File: src/rtl/point_spawner.sv
// Food-point spawner: keeps up to NUM_POINTS live points on the map, drawing
// candidate tiles from a seeded 16-bit LFSR and rejecting occupied or duplicate tiles.
module point_spawner #(
    parameter int          MAP_WIDTH  = 32,
    parameter int          MAP_HEIGHT = 24,
    parameter int          NUM_POINTS = 2,
    parameter int          MAX_TRIES  = 8,
    parameter logic [15:0] LFSR_RESET = 16'hACE1,
    localparam int         XW         = $clog2(MAP_WIDTH),
    localparam int         YW         = $clog2(MAP_HEIGHT)
) (
    input  logic                       clk_75,
    input  logic                       rst_n,
    input  logic                       enable,
    input  logic                       seed_load,
    input  logic [15:0]                seed_in,
    input  logic [NUM_POINTS-1:0]      consume,
    output logic                       q_valid,
    output logic [XW-1:0]              q_x,
    output logic [YW-1:0]              q_y,
    input  logic                       q_occupied,
    output logic [NUM_POINTS*XW-1:0]   pt_x,
    output logic [NUM_POINTS*YW-1:0]   pt_y,
    output logic [NUM_POINTS-1:0]      pt_valid,
    output logic                       busy,
    output logic                       fail
);

    localparam int TW = $clog2(MAX_TRIES + 1);
    localparam int SW = (NUM_POINTS > 1) ? $clog2(NUM_POINTS) : 1;

    typedef enum logic [1:0] {
        IDLE  = 2'd0,
        DRAW  = 2'd1,
        QUERY = 2'd2,
        CHECK = 2'd3
    } state_t;

    state_t                    state_q, state_d;
    logic [15:0]               lfsr_q, lfsr_d;
    logic [SW-1:0]             sel_q, sel_d;
    logic [TW-1:0]             tries_q, tries_d;
    logic [XW-1:0]             cx_q, cx_d;
    logic [YW-1:0]             cy_q, cy_d;
    logic [NUM_POINTS*XW-1:0]  ptX_q, ptX_d;
    logic [NUM_POINTS*YW-1:0]  ptY_q, ptY_d;
    logic [NUM_POINTS-1:0]     ptValid_q, ptValid_d;
    logic                      fail_q, fail_d;

    logic [15:0]   lfsrStep;
    logic [XW-1:0] rx, candX;
    logic [YW-1:0] ry, candY;
    logic [SW-1:0] freeSel;
    logic          anyFree;
    logic          dupHit;

    // Candidate comes from the post-step value so DRAW can register it directly.
    always_comb begin
        lfsrStep = {lfsr_q[14:0], lfsr_q[15] ^ lfsr_q[13] ^ lfsr_q[12] ^ lfsr_q[10]};
        rx       = lfsrStep[XW-1:0];
        ry       = lfsrStep[15 -: YW];
        candX    = (rx >= XW'(MAP_WIDTH - 2))  ? XW'(rx - XW'(MAP_WIDTH - 2))  : rx;
        candY    = (ry >= YW'(MAP_HEIGHT - 2)) ? YW'(ry - YW'(MAP_HEIGHT - 2)) : ry;
        candX    = XW'(candX + XW'(1));
        candY    = YW'(candY + YW'(1));
    end

    always_comb begin
        freeSel = '0;
        anyFree = 1'b0;
        for (int i = NUM_POINTS - 1; i >= 0; i--) begin
            if (!ptValid_q[i]) begin
                freeSel = SW'(i);
                anyFree = 1'b1;
            end
        end
    end

    always_comb begin
        dupHit = 1'b0;
        for (int i = 0; i < NUM_POINTS; i++) begin
            if ((SW'(i) != sel_q) && ptValid_q[i] &&
                (ptX_q[i*XW +: XW] == cx_q) && (ptY_q[i*YW +: YW] == cy_q)) begin
                dupHit = 1'b1;
            end
        end
    end

    always_comb begin
        state_d   = state_q;
        lfsr_d    = lfsr_q;
        sel_d     = sel_q;
        tries_d   = tries_q;
        cx_d      = cx_q;
        cy_d      = cy_q;
        ptX_d     = ptX_q;
        ptY_d     = ptY_q;
        ptValid_d = ptValid_q & ~consume;
        fail_d    = 1'b0;

        if (seed_load) begin
            lfsr_d    = (seed_in == 16'h0000) ? 16'h0001 : seed_in;
            ptValid_d = '0;
            state_d   = IDLE;
        end else if (!enable && (state_q != IDLE)) begin
            state_d = IDLE;
        end else begin
            case (state_q)
                IDLE: begin
                    if (enable && anyFree) begin
                        sel_d   = freeSel;
                        tries_d = '0;
                        state_d = DRAW;
                    end
                end
                DRAW: begin
                    lfsr_d  = lfsrStep;
                    cx_d    = candX;
                    cy_d    = candY;
                    tries_d = TW'(tries_q + TW'(1));
                    state_d = QUERY;
                end
                QUERY: begin
                    state_d = CHECK;
                end
                CHECK: begin
                    if (!q_occupied && !dupHit) begin
                        for (int i = 0; i < NUM_POINTS; i++) begin
                            if (SW'(i) == sel_q) begin
                                ptX_d[i*XW +: XW] = cx_q;
                                ptY_d[i*YW +: YW] = cy_q;
                                ptValid_d[i]      = 1'b1;
                            end
                        end
                        state_d = IDLE;
                    end else if (tries_q < TW'(MAX_TRIES)) begin
                        state_d = DRAW;
                    end else begin
                        fail_d  = 1'b1;
                        state_d = IDLE;
                    end
                end
                default: state_d = IDLE;
            endcase
        end
    end

    always_ff @(posedge clk_75 or negedge rst_n) begin
        if (!rst_n) begin
            state_q   <= IDLE;
            lfsr_q    <= LFSR_RESET;
            sel_q     <= '0;
            tries_q   <= '0;
            cx_q      <= '0;
            cy_q      <= '0;
            ptX_q     <= '0;
            ptY_q     <= '0;
            ptValid_q <= '0;
            fail_q    <= 1'b0;
        end else begin
            state_q   <= state_d;
            lfsr_q    <= lfsr_d;
            sel_q     <= sel_d;
            tries_q   <= tries_d;
            cx_q      <= cx_d;
            cy_q      <= cy_d;
            ptX_q     <= ptX_d;
            ptY_q     <= ptY_d;
            ptValid_q <= ptValid_d;
            fail_q    <= fail_d;
        end
    end

    // Query coordinates are held at zero outside the strobe cycle.
    assign q_valid  = (state_q == QUERY);
    assign q_x      = q_valid ? cx_q : '0;
    assign q_y      = q_valid ? cy_q : '0;
    assign pt_x     = ptX_q;
    assign pt_y     = ptY_q;
    assign pt_valid = ptValid_q;
    assign busy     = (state_q != IDLE);
    assign fail     = fail_q;

endmodule

File: config.mk
export PLATFORM = sky130hd
export DESIGN_NAME = point_spawner
export DESIGN_NICKNAME = d
export VERILOG_FILES = /design/src/rtl/point_spawner.sv
export SDC_FILE = /design/constraint.sdc
export NUM_CORES = 1
export LEC_CHECK = 0
export ABC_AREA = 1
export ABC_CLOCK_PERIOD_IN_PS = 2140
export CAP_MARGIN = 20
export CORE_MARGIN = 8
export CORE_UTILIZATION = 53
export CTS_CLUSTER_DIAMETER = 30
export CTS_CLUSTER_SIZE = 12
export DETAILED_ROUTE_END_ITERATION = 10
export PLACE_DENSITY = 0.93
export SLEW_MARGIN = 10
export SYNTH_ARGS = -nofsm -noshare
export SYNTH_HDL_FRONTEND = slang
export SYNTH_SLANG_ARGS = --single-unit
export TNS_END_PERCENT = 10
File: constraint.sdc
create_clock -name clk_75 -period 2.14 [get_ports clk_75]
set_input_delay 0.642 -clock clk_75 [delete_from_list [all_inputs] [get_ports clk_75]]
set_output_delay 0.642 -clock clk_75 [all_outputs]
set_load 0.1 [all_outputs]
==> flow_metrics.env <==
export IMPL_outcome="completed"
export IMPL_grt_ovfl_total=0
export IMPL_syn_area_sq_um=3211
export IMPL_finish_cell_count_without_fillers=567
export IMPL_wirelength_met1_microns=3486
export IMPL_core_region_area_sq_um=5886
export IMPL_track_usage=0.1977
export IMPL_clock_root_buffer="sky130_fd_sc_hd__clkbuf_8"
export IMPL_cp_arrival_ns=1.49
export IMPL_worstPathRequired_ns=1.50
export IMPL_floorplan_die_width_microns=93.83
export IMPL_maxSlewHeadroom=0.7953
export IMPL_synth_yosys_warnings=0
export IMPL_clock_sinks=56
export IMPL_r2r_setup_slack_ns=0.17
export IMPL_synth_cell_type_count=34
export IMPL_timing_final_ws_setup_ns=0.01012
export IMPL_ant_nets=0
export IMPL_fin_tns_setup_ns=0
export IMPL_setup_worst_path_start_class="register"
export IMPL_average_wire_length_per_cell_after_detail_routing_microns=14.72
export IMPL_drive_gt1_frac=0.1951
export IMPL_mappedNetlistNets=460
export IMPL_power_frac_comb=0.564
export IMPL_vias_in_the_first_global_route=3069
export IMPL_cts_reportedPaths_clkPinSlew_ns=0.10
export IMPL_leakagePower_nw=2.076
export IMPL_cts_max_level=2
export IMPL_dpl_hpwl_microns=6183
export IMPL_finalMaxSlewViolations=0
export IMPL_tightestPinTransition_ns=0.3070
export IMPL_syn_inst=427
export IMPL_power_share_clock=0.106
export IMPL_setup_viol_count_final=0
export IMPL_powerDensity_nw_per_um2=1278
export IMPL_place_port_buffers=57
export IMPL_yosysSeqAreaShare=0.4396
export IMPL_post_synth_top_area_cell="sky130_fd_sc_hd__dfrtp_1"
export IMPL_netSwitchingFraction=0.4979
export IMPL_synthesis_area_per_instance_sq_um=7.519
export IMPL_power_switching_mw=2.800
export IMPL_grt_setup_unrepaired="true"
export IMPL_fmax_mhz=469.5
export IMPL_reg2reg_from="cy_q[1]"
export IMPL_die_h_microns=93.83
export IMPL_sequentialPowerShare=0.330
export IMPL_drt_first_pass_iters=5
export IMPL_grt_antenna_before_repair=0
export IMPL_detail_route_drc_violations=0
export IMPL_synth_top_cell_area_share=0.3741
export IMPL_synthTopCellsByArea="sky130_fd_sc_hd__dfrtp_1, sky130_fd_sc_hd__nand2_1, sky130_fd_sc_hd__dfstp_2, sky130_fd_sc_hd__nand3_1, sky130_fd_sc_hd__inv_1"
export IMPL_timing_critical_path_from="state_q[0]"
export IMPL_worst_skew_pair_late_latency_ns=0.31
export IMPL_total_nets_final=524
export IMPL_fin_skew_ns=0.008360
export IMPL_timing_final_crit_share=0.9953
export IMPL_postLayoutCoreUtil=0.7479
export IMPL_worstSetupPathType="register to primary output"
export IMPL_layout_area_overhead_vs_synth_pct=37.10
export IMPL_min_delay_path_class="input pin to asynchronous set/reset pin"
export IMPL_io_pin_count=58
export IMPL_routed_wl_microns=8349
export IMPL_worst_r2r_cell_count=11
export IMPL_drv_max_cap_violation_count=0
export IMPL_postSynthRegisterBits=56
export IMPL_report_final_hold_viol_count=0
export IMPL_initial_utilization=0.5455
export IMPL_globalplace_congestion=0.9333
export IMPL_n_antenna_cell=0
export IMPL_ctsHoldBuffers=0
export IMPL_via_count=3085
export IMPL_critPathMaxFanout=5
export IMPL_met3RoutedLength_microns=549
export IMPL_worst_r2r_endpoint="pt_y[8]"
export IMPL_dpl_cell_count=554
export IMPL_max_clock_path_buffers=2
export IMPL_drt_vias_per_instance=5.441
export IMPL_pre_cts_slack_ns=-0.07434
export IMPL_die_area_sq_um=8804
export IMPL_cell_internal_pwr_mw=2.824
export IMPL_met2RoutedLength_microns=4114
export IMPL_cts_buffers_inserted=5
export IMPL_cts_tree="done"
export IMPL_row_count=28
export IMPL_grt_max_degree=57
export IMPL_setup_worst_path_end_class="primary output"
export IMPL_timing_final_crit_period_ns=2.130
export IMPL_grt_pass1_wl_microns=14250
export IMPL_uppermost_layer_routed="met4"
export IMPL_peakVddDrop_v=0.0009614
export IMPL_first_iter_violations=266
cells in the mapped netlist:
cell type                  instances
sky130_fd_sc_hd__xor2_1            7
sky130_fd_sc_hd__nor3_1            4
sky130_fd_sc_hd__and2_1            1
sky130_fd_sc_hd__ha_1             10
sky130_fd_sc_hd__inv_1            46
sky130_fd_sc_hd__o22ai_1          12
sky130_fd_sc_hd__inv_2             7
sky130_fd_sc_hd__dfrtp_1          48
sky130_fd_sc_hd__buf_4             2
sky130_fd_sc_hd__o31ai_1           2
sky130_fd_sc_hd__dfstp_2           8
sky130_fd_sc_hd__nor4_1            4
sky130_fd_sc_hd__o21ai_1           3
sky130_fd_sc_hd__buf_2             5
sky130_fd_sc_hd__nor2_2            2
sky130_fd_sc_hd__a21oi_4           1
sky130_fd_sc_hd__clkbuf_1          7
sky130_fd_sc_hd__nand4_1           6
sky130_fd_sc_hd__o211ai_1          5
sky130_fd_sc_hd__a22oi_1           2
sky130_fd_sc_hd__nand2_2           4
sky130_fd_sc_hd__buf_6             2
sky130_fd_sc_hd__clkinv_1          1
sky130_fd_sc_hd__o21bai_1          1
sky130_fd_sc_hd__o21ai_0          14
sky130_fd_sc_hd__a21oi_1          10
sky130_fd_sc_hd__clkbuf_2          1
sky130_fd_sc_hd__o21a_1            3
sky130_fd_sc_hd__or2_0             2
sky130_fd_sc_hd__nand2_1         134
sky130_fd_sc_hd__nor2_1           27
sky130_fd_sc_hd__xnor2_1           4
sky130_fd_sc_hd__a22o_1            1
sky130_fd_sc_hd__nand3_1          41
cell usage in the layout, fill, tap and decap left out, types with 12 or more instances in the layout:
cell,netlist,layout
sky130_fd_sc_hd__o22ai_1,12,12
sky130_fd_sc_hd__buf_12,0,35
sky130_fd_sc_hd__dfrtp_1,48,46
sky130_fd_sc_hd__o21ai_0,14,14
sky130_fd_sc_hd__nor2_1,27,27
sky130_fd_sc_hd__inv_1,46,35
sky130_fd_sc_hd__buf_4,2,16
sky130_fd_sc_hd__nand2_1,134,133
sky130_fd_sc_hd__nand3_1,41,41
sky130_fd_sc_hd__clkdlybuf4s50_1,0,21
layer usage:
metal	vias up	GRT usage
met4	0	0.07794
met2	120	0.3384
met5	-	0
met3	21	0.04317
li1	1508	-
met1	1436	0.2349
cells by family after synthesis:
kind of cell | count (synthesis) | share of synthesized area
and+or+nand+nor | 225 | 0.2954
adders and majority gates | 10 | 0.03897
buffers and inverters | 71 | 0.09236
xor gates and xnor gates | 11 | 0.03001
DFF | 56 | 0.4396
AOI/OAI and AO/OA | 54 | 0.1037
worst max-delay path: stages (launching register included):
cell and delay (ns):
sky130_fd_sc_hd__dfrtp_2 0.44, sky130_fd_sc_hd__inv_4 0.08, sky130_fd_sc_hd__ha_4 0.13, sky130_fd_sc_hd__clkbuf_4 0.17, sky130_fd_sc_hd__nand2_1 0.09, sky130_fd_sc_hd__clkinvlp_4 0.10
sky130_fd_sc_hd__buf_12 0.17
final cells by class:
class	instances	area [sq um]
multi-input cells	300	1518
fillers	391	1484
flip-flops and latches	56	1414
repair buffers	74	1044
inverters	54	242.7
well taps	75	93.84
clock buffers	8	90.09
registers in the layout (all words and copies together), names as in the netlist:
signal	flops
cx_q	5
sel_q	1
state_q	2
fail	1
pt_valid	2
lfsr_q	16
pt_y	10
cy_q	5
pt_x	10
tries_q	4
power groups by stage:
| stage | logic [mW] | registers [mW] | clock network, mW |
|---|---|---|---|
| final | 3.17 | 1.85 | 0.598 |
| after global placement | 2.98 | 1.83 | 0 |
| after global routing | 3.44 | 1.91 | 0.648 |
| after detailed placement | 3.09 | 1.86 | 0 |
| after floorplan | 1.75 | 2.17 | 0 |
| after CTS | 3.12 | 1.84 | 0.604 |
how the worst max path moves through the flow:
stage	slack (ns)	cells past startpoint	endpoint
final	0.01	6	q_x[0]
after global routing	-0.06	6	q_x[0]
after CTS	-0.02	5	q_x[1]
after detailed placement	-0.07	10	tries_q[3]
after global placement	0.03	10	tries_q[3]
after floorplan	-0.0003	5	q_y[0]
timing repair:
| item | CTS | global route |
|---|---|---|
| buffers inserted | 1 | 4 |
| gates resized for setup | 0 | 4 |
| setup endpoints to repair | 9 | 12 |
through the flow:
stage | power, mW | instance area, sq um | hold WS [ns]
2_1_floorplan | 3.916 | 3273 | 0.3464
3_3_place_gp | 4.806 | 4269 | 0.4796
3_5_place_dp | 4.953 | 4269 | 0.4913
4_1_cts | 5.566 | 4367 | 0.3278
5_1_grt | 5.998 | 4402 | 0.3389
6_report | 5.624 | 4402 | 0.3004
No activity file was read; power rests on OpenSTA's default activity.
